[src/rtl/piezo_alert_sequencer_pkg.sv]
// piezo_alert_sequencer_pkg: shared FSM encoding and clock-derived tick constants for the alert engine.
package piezo_alert_sequencer_pkg;
    typedef enum logic [1:0] {
        ST_IDLE = 2'd0,
        ST_ON   = 2'd1,
        ST_GAP  = 2'd2
    } state_t;
    localparam int unsigned CLK_FREQ_HZ   = 50_000_000;
    localparam int unsigned TICKS_HALF_S  = CLK_FREQ_HZ / 2;
    localparam int unsigned TICKS_2S      = CLK_FREQ_HZ * 2;
    localparam int unsigned TICKS_5S      = CLK_FREQ_HZ * 5;
endpackage

[src/rtl/piezo_alert_sequencer_channel.sv]
// piezo_alert_channel: one periodic alert source; a period counter that raises a sticky pending flag.
module piezo_alert_channel #(
    parameter int CNT_W = 32
) (
    input  logic             clk,
    input  logic             rst_n,
    input  logic             enable,
    input  logic [CNT_W-1:0] period,
    input  logic             clr,
    output logic             pending
);
    logic [CNT_W-1:0] cnt;
    logic [CNT_W-1:0] limit;
    assign limit = (period == '0) ? '0 : period - CNT_W'(1);
    // a set on the same edge as a grant-clear wins, so no beep is lost
    always_ff @(posedge clk) begin
        if (!rst_n || !enable) begin
            cnt     <= '0;
            pending <= 1'b0;
        end else if (cnt >= limit) begin
            cnt     <= '0;
            pending <= 1'b1;
        end else begin
            cnt     <= cnt + CNT_W'(1);
            pending <= pending & ~clr;
        end
    end
endmodule

[src/rtl/piezo_alert_sequencer.sv]
// piezo_alert_sequencer: NUM_CH periodic alert channels, fixed-priority arbiter and shared beep playback FSM.
module piezo_alert_sequencer
    import piezo_alert_sequencer_pkg::*;
#(
    parameter int NUM_CH    = 4,
    parameter int CNT_W     = 32,
    parameter int TONE_W    = 16,
    parameter int GAP_TICKS = 1000,
    parameter int IDX_W     = 2
) (
    input  logic                     clk,
    input  logic                     rst_n,
    input  logic [NUM_CH-1:0]        ch_enable,
    input  logic [NUM_CH*CNT_W-1:0]  ch_period,
    input  logic [NUM_CH*CNT_W-1:0]  ch_on,
    input  logic [NUM_CH*TONE_W-1:0] ch_tone_half,
    input  logic                     mute,
    output logic                     piezo_out,
    output logic                     busy,
    output logic [IDX_W-1:0]         active_ch,
    output logic [NUM_CH-1:0]        pending
);
    state_t              state, state_n;
    logic [IDX_W-1:0]    grant, active_n;
    logic [NUM_CH-1:0]   clr;
    logic [CNT_W-1:0]    on_len, on_len_n, phase_cnt, phase_cnt_n, on_g;
    logic [TONE_W-1:0]   tone_half, tone_half_n, tone_cnt, tone_cnt_n;
    logic                tone_level, tone_level_n;
    for (genvar i = 0; i < NUM_CH; i++) begin : g_ch
        piezo_alert_channel #(.CNT_W(CNT_W)) u_ch (
            .clk     (clk),
            .rst_n   (rst_n),
            .enable  (ch_enable[i]),
            .period  (ch_period[i*CNT_W +: CNT_W]),
            .clr     (clr[i]),
            .pending (pending[i])
        );
    end
    always_comb begin
        grant = '0;
        for (int i = NUM_CH - 1; i >= 0; i--)
            if (pending[i]) grant = IDX_W'(i);
    end
    assign on_g = ch_on[int'(grant)*CNT_W +: CNT_W];
    assign busy = (state != ST_IDLE);
    always_comb begin
        state_n      = state;
        active_n     = active_ch;
        on_len_n     = on_len;
        tone_half_n  = tone_half;
        phase_cnt_n  = phase_cnt;
        tone_cnt_n   = tone_cnt;
        tone_level_n = tone_level;
        clr          = '0;
        unique case (state)
            ST_IDLE: if (|pending) begin
                state_n      = ST_ON;
                active_n     = grant;
                clr[grant]   = 1'b1;
                on_len_n     = (on_g == '0) ? CNT_W'(1) : on_g;
                tone_half_n  = ch_tone_half[int'(grant)*TONE_W +: TONE_W];
                phase_cnt_n  = '0;
                tone_cnt_n   = '0;
                tone_level_n = 1'b1;
            end
            // disabling the playing channel cuts the beep short
            ST_ON: if (!ch_enable[active_ch] || phase_cnt == on_len - CNT_W'(1)) begin
                state_n      = ST_GAP;
                phase_cnt_n  = '0;
                tone_level_n = 1'b0;
            end else begin
                phase_cnt_n = phase_cnt + CNT_W'(1);
                if (tone_half != '0) begin
                    tone_cnt_n   = (tone_cnt == tone_half - TONE_W'(1)) ? '0 : tone_cnt + TONE_W'(1);
                    tone_level_n = (tone_cnt == tone_half - TONE_W'(1)) ? ~tone_level : tone_level;
                end
            end
            ST_GAP: if (phase_cnt == CNT_W'(GAP_TICKS - 1)) state_n = ST_IDLE;
                    else phase_cnt_n = phase_cnt + CNT_W'(1);
            default: state_n = ST_IDLE;
        endcase
    end
    always_ff @(posedge clk) begin
        if (!rst_n) begin
            state      <= ST_IDLE;
            active_ch  <= '0;
            on_len     <= '0;
            tone_half  <= '0;
            phase_cnt  <= '0;
            tone_cnt   <= '0;
            tone_level <= 1'b0;
            piezo_out  <= 1'b0;
        end else begin
            state      <= state_n;
            active_ch  <= active_n;
            on_len     <= on_len_n;
            tone_half  <= tone_half_n;
            phase_cnt  <= phase_cnt_n;
            tone_cnt   <= tone_cnt_n;
            tone_level <= tone_level_n;
            piezo_out  <= tone_level_n & ~mute;
        end
    end
endmodule

[config.mk]
export PLATFORM = sky130hd
export DESIGN_NAME = piezo_alert_sequencer
export DESIGN_NICKNAME = d
export VERILOG_FILES = /design/src/rtl/piezo_alert_sequencer_pkg.sv /design/src/rtl/piezo_alert_sequencer_channel.sv /design/src/rtl/piezo_alert_sequencer.sv
export SDC_FILE = /design/constraint.sdc
export NUM_CORES = 1
export LEC_CHECK = 0
export BUFFER_PORTS_ARGS = -buffer_cell sky130_fd_sc_hd__buf_2
export CAP_MARGIN = 20
export CORE_MARGIN = 4
export CORE_UTILIZATION = 60
export DETAILED_ROUTE_END_ITERATION = 10
export PLACE_DENSITY_LB_ADDON = 0.1
export SYNTH_ARGS = -nofsm -noshare
export SYNTH_HDL_FRONTEND = slang
export SYNTH_SLANG_ARGS = --single-unit
[constraint.sdc]
create_clock -name clk -period 11.2 [get_ports clk]
set_input_delay 2.24 -clock clk [delete_from_list [all_inputs] [get_ports clk]]
set_output_delay 2.24 -clock clk [all_outputs]
set_load 0.01 [all_outputs]
### After elaboration in Yosys (flattened, before gate mapping)

Index checks and enable logic that the tools add are counted.

| storage, ports and cells | value |
|---|---|
| input bits | 327 |
| output and inout port bits | 8 |
| logic and storage cells | 127 |
| register bits after elaboration | 234 |

| cells by class | value |
|---|---|
| magnitude comparators | 7 |
| bitwise logic cells | 11 |
| reduce and logical (&&, ||, !) cells | 31 |
| $add $sub $neg | 12 |
| multiplexer cells | 37 |
| equal/unequal tests | 11 |
| shift operators | 2 |

Operators with widths:

| operator | count |
|---|---|
| $mux 32 | 8 |
| $add 32x1->32 const B | 5 |
| $logic_not 32->1 | 5 |
| $sub 32x1->32 const B | 5 |
| $ge 32x32->1 | 4 |
| $shiftx 128x8->32 | 1 |
| $pmux 32 s3 | 1 |
| $mux 16 | 4 |
| $shiftx 64x7->16 | 1 |
| $eq 32x10->1 const B | 1 |
| $eq 32x32->1 | 1 |
| $pmux 16 s2 | 1 |
| $add 16x1->16 const B | 1 |
| $eq 16x16->1 | 1 |
| $reduce_bool 16->1 | 1 |
| $sub 16x1->16 const B | 1 |
| $mux 2 | 7 |
| $ne 2x2->1 const B | 6 |
| $mux 1 | 10 |
| $mux 4 | 2 |
| $reduce_or 2->1 | 4 |
| $logic_not 1->1 | 6 |
| $lt 2x3->1 const B | 2 |
| $not 1->1 | 6 |
| 17 further kinds | 27 |

### Logic depth before layout (Yosys ltp)

| logic depth | value |
|---|---|
| word-level depth | 13 |
| gate-level depth with buffers | 20 |
| gate-level depth less buffers | 19 |

### By module

Synthesis repeated with hierarchy kept, for this count alone.

| second synthesis, totals | value |
|---|---|
| cell total of the unflattened synthesis | 2,379 |
| area, all modules | 19,322.3 um2 |

By module, submodules not included:

| module | area an instance (um2) | seq. area each (um2) | instances | cells each |
|---|---|---|---|---|
| piezo_alert_channel (g_ch[0].u_ch ...) | 2,935.3 | 660.6 | 3 | 369 |
| piezo_alert_sequencer | 7,713.6 | 2,042.0 | 1 | 909 |
| piezo_alert_channel (g_ch[1].u_ch) | 2,802.7 | 660.6 | 1 | 363 |

### Least setup slack after synthesis

OpenSTA, ideal clock, no wires.

| timing path | value |
|---|---|
| kind | input to register |
| start | in ch_period[108] |
| end | reg g_ch[3].u_ch.cnt[10] |
| arrival | 6.369 ns |
| stages | 19 |
| library setup time | 0.065 ns |
| required time | 11.135 ns |
| setup slack | 4.766 ns |
| path buffers | 2 |
| cells stage by stage | or3_1 or4_1 nor3_1 nor4b_1 nand3_1 clkbuf_1 nand2_1 ha_1 a21o_1 a21o_1 a21o_1 a21o_1 a21o_1 a21o_1 a221o_1 a21oi_1 nand3_1 clkbuf_1 nor2_1 |

| on the way | value |
|---|---|
| longest elaborated chain between the ends | 4 |
| elaborated cells between the ends (all ways) | 5 |
| classes of those cells | add/sub (1); order compare (1); mux (1); reduce/logical (2) |

RTL lines:

| what | line | RTL |
|---|---|---|
| start: declaration | piezo_alert_sequencer.sv:14 | `input logic [NUM_CH*CNT_W-1:0] ch_period,` |
| $sub 32x1->32 or $logic_not 32->1 (tied branches) | piezo_alert_sequencer_channel.sv:14 | `assign limit = (period == '0) ? '0 : period - CNT_W'(1);` |
| $mux 32 (*) | piezo_alert_sequencer_channel.sv:14 |  |
| $ge 32x32->1 (*) | piezo_alert_sequencer_channel.sv:20 | `end else if (cnt >= limit) begin` |
| $reduce_or 2->1 (no line) (*) | -- |  |
| end signal: assignment | piezo_alert_sequencer_channel.sv:24 | `cnt <= cnt + CNT_W'(1);` |
| end: declaration | piezo_alert_sequencer_channel.sv:12 | `logic [CNT_W-1:0] cnt;` |

Mark *: on every way between the ends. The rest lies on a longest branch, timed or not.
A chain may end at the register's enable or synchronous reset.

### Worst setup path after layout

| timing path | value |
|---|---|
| start | in ch_period[108] |
| end | reg g_ch[3].u_ch.cnt[21] |

The elaborated chain is that of the path after synthesis.

==> reports/results.tsv <==
stage	metric	value	unit
min_path	Worst Hold Class	flop to flop	
sta	Max-slew headroom	32.3	%
drt	Initial DRC Count	1409	
cts	CTS Buf Count	28	
sta	Max Clock Freq	0.134	GHz
cts	Max H-tree Level	1	
synth	sequential share of the synthesized area	25.2	%
worst_setup_path	crit path capture type	flop	
sta	unrepaired setup endpoints after global routing	false	
drt	Routed Antenna Nets	0	
global_routing	initial antenna violation count	0	
worst_setup_path	reg2reg start	g_ch[3].u_ch.pending	
worst_setup_path	Critical Setup Path Class	input port to flop	
global_routing	All-Layer GR Usage	29.4	%
cts	post-cts sizing count	0	
sta	Slew @ Worst Pin	1.01	ns
die	Die Span X	184	um
placed_design	DP HPWL	41100	um
layout	layout cells sized above 1	17.0	%
drt	Avg WL per Cell	16.9	um
drt	routed vias/inst	5.96	
synth	compound-gate portion of the synthesized area	14.5	%
sta	Final Hold Viols	0	
global_routing	vias in the first global route	17867	
synth	Yosys reg bits	234	
min_path	Hold Path Depth	1	
run	Max-cap violations	0	
synth	mux cell area share after synthesis	3.18	%
worst_setup_path	R2R setup slack	6.41	ns
synth	Post-Synth Adder-Cell Area	9.98	%
min_path	Hold Path Sink	g_ch[2].u_ch.cnt[0]	
sta	Final min period	7.47	ns
min_path	HP Start	g_ch[2].u_ch.cnt[0]	
sta	Final setup viols	0	
synth	Most used DFF post-synth	dfxtp_1	
worst_setup_path	crit path launch type	input port	
power_and_ir_drop	maximum VDD drop	0.000130	V
synth	Yosys cell types	79	
worst_setup_path	Max FO, Critical Path	31	
layout	Nets	3134	
drt	routed wl met3	3110	um
placed_design	gpl congestion	0.932	
synth	Mapped Area	18600	um2
placed_design	pre-CTS setup slack	2.87	ns
cts	Worst-path clk slew	0.06	ns
cts	cts hold-fix bufs	0	
synth	top-area cell type share of the netlist area	25.2	%
worst_setup_path	crit path DAT	7.95	ns
sta	final setup margin	3.73	ns
worst_setup_path	worst r2r dst	on_len[9]	
sta	Setup TNS Final	0	ns
global_routing	total gr overflow	0	
drt	wire length on met1	21800	um
drt	iteration count of the initial detailed-routing pass	7	
global_routing	global-route wire length before repair	84800	um
layout	FILL cells	2553	
die	area of the die	33800	um2
placed_design	Port Buf Inserts	334	
worst_setup_path	reg2reg path depth	12	
power_and_ir_drop	Power Density	94.8	nW/um2
drt	met2 WL	25300	um
sta	Setup Skew	0.0117	ns
cts	CTS tree	yes	
status	status	finished, final reports clean	
cts	post-CTS setup buffers	0	
synth	Synth Area in XOR/XNOR	14.3	%
synth	number of synthesized flops with an enable pin	0	
synth	Synth async-reset ratio	0	%
worst_setup_path	critical path data required time	11.68	ns
synth	Synth Instances	2371	
die	core footprint	30500	um2
synth	main combinational cell family by area after synthesis	simple AND/OR/NAND/NOR gates	
layout	Area Overhead vs Synth	15.9	%
synth	top post-synthesis cells by area	dfxtp_1 (25%), ha_1 (10%), xor2_1 (7.6%), xnor2_1 (6.6%), nand2_1 (5.6%)	
drt	max layer used	met4	
drt	DRC	0	
drt	Routed WL	52100	um
cts	clock latency on the worst-skew pair	0.54	ns
layout	Util after Layout	70.5	%
cts	Longest Clk Path Bufs	3	
synth	Simple-Gate Fraction of Synth Area	29.7	%
sta	Final period util	66.7	%
layout	antenna diode count	0	
die	I/O pins	335	
die	Std-Cell Rows	64	
sta	Max Slew Vio Count	0	
die	Initial Util	60.8	%
global_routing	largest net degree at the start of global routing	54	
cts	clock sinks	234	
power_and_ir_drop	leakage	9.56	nW
synth	Net Count, Synth	2846	
cts	CTS root buf	clkbuf_16	
synth	Ys Warns	0	
synth	Yosys top cell by area	dfxtp_1	
drt	vias after detailed routing	18347	
synth	Synth Area per Inst	7.82	um2
die	DIE HEIGHT	184	um
[cells in the final DEF, fill, tap and decap left out, drive strengths merged, types with 8 or more instances in the layout]
cell type,synthesis,layout
nor3,92,92
clkbuf,77,39
o21a,17,17
dfxtp,234,234
and2,22,22
nand3,94,94
o21ai,86,86
o211ai,9,9
or4,19,19
a21oi,73,73
mux2,29,29
and4,18,18
a222oi,27,27
o211a,18,18
a211oi,10,10
nor2b,81,81
nor4,49,49
and3,40,40
xnor2,140,140
nand3b,16,16
or3,22,22
xor2,162,162
a22oi,24,24
nor2,261,261
a21o,54,54
nand4,56,56
o31ai,9,9
ha,148,148
a31oi,9,9
nand2,276,276
nand2b,22,22
mux2i,24,24
a21boi,13,13
or2,8,8
inv,50,52
buf,18,353
[registers in the layout (all words and copies together), names as in the netlist, 2 cells and up]
name               flops
active_ch              2
phase_cnt             32
state                  2
tone_half             16
on_len                32
g_ch.u_ch.pending      4
tone_cnt              16
g_ch.u_ch.cnt        128
[kinds of logic (layout without fill, tap and decap cells)]
kind of cell             count (synthesis)  in the layout
AND/OR/NAND/NOR                       1099           1099
AO/OA/AOI/OAI                          389            389
XOR/XNOR                               302            302
flip-flops                             234            234
adder cells (fa/ha/maj)                148            148
buffers and inverters                  145            455
multiplexers                            54             54
[where the power goes]
group          total (W)  switching, W  internal, W  leakage [nW]
sequential      0.000841    0.00000479     0.000836          1.89
combinational   0.000294      0.000170     0.000124          7.24
clock           0.000904      0.000377     0.000527         0.441
[worst max path at each step]
| stage | cells past startpoint | endpoint | start |
|---|---|---|---|
| detailed placement | 18 | g_ch[3].u_ch.cnt[21] | ch_period[108] |
| CTS | 18 | g_ch[3].u_ch.cnt[21] | ch_period[108] |
| floorplan | 19 | g_ch[3].u_ch.cnt[10] | ch_period[108] |
| global route | 19 | g_ch[3].u_ch.cnt[28] | ch_period[108] |
| global placement | 18 | g_ch[3].u_ch.cnt[21] | ch_period[108] |
| finish | 19 | g_ch[3].u_ch.cnt[21] | ch_period[108] |
[critical path, cell delays in order]
cell	delay, ns
buf_2	0.11
or3_1	0.39
or4_1	0.46
nor3_1	0.37
nor4b_1	0.50
nand3_1	0.86
nand2_1	0.27
ha_1	0.29
a21o_1	0.17
a21o_1	0.17
a21o_1	0.17
a21o_1	0.17
a21o_1	0.17
a21o_1	0.18
a221o_1	0.36
a21oi_1	0.17
nand3_1	0.45
buf_16	0.35
nor2_1	0.11
[metal layers]
metal	vias up	global-route usage (%)
li1	9054	-
met1	8598	37.5
met2	583	52.0
met3	112	3.01
met4	0	10.0
met5	-	0
[cell usage after synthesis (all sizes together), types with 17 or more instances]
master and instances:
and3 40, and4 18, nand4 56, nand2b 22, a21oi 73, and2 22
mux2 29, clkbuf 77, mux2i 24, o211a 18, ha 148, nor2b 81
xnor2 140, inv 50, or3 22, nand2 276, a222oi 27, nor2 261
a22oi 24, xor2 162, a21o 54, or4 19, nor3 92, o21a 17
dfxtp 234, o21ai 86, buf 18, nor4 49, nand3 94
[area by class of cell]
type / count / area, um2 / share of cell area, %
Timing Repair Buffer: 353 / 1870 / 8.72
Clock buffer: 39 / 803 / 3.74
Clock inverter: 13 / 115 / 0.535
Inverter: 50 / 188 / 0.873
Tap cell: 396 / 495 / 2.30
Multi-Input combinational cell: 1992 / 13300 / 62.0
Sequential cell: 234 / 4680 / 21.8
[per-stage QoR]
| stage | cell area [um2] | hold WS (ns) | total power [W] | std cells |
|---|---|---|---|---|
| global placement | 20500 | 0.458 | 0.00114 | 3022 |
| CTS | 21400 | 0.480 | 0.00204 | 3074 |
| global route | 21500 | 0.526 | 0.00212 | 3077 |
| floorplan | 18600 | 0.437 | 0.00102 | 2371 |
| detailed placement | 20500 | 0.465 | 0.00115 | 3022 |
| finish | 21500 | 0.469 | 0.00204 | 3077 |
Power figures use the tool's default switching activity.
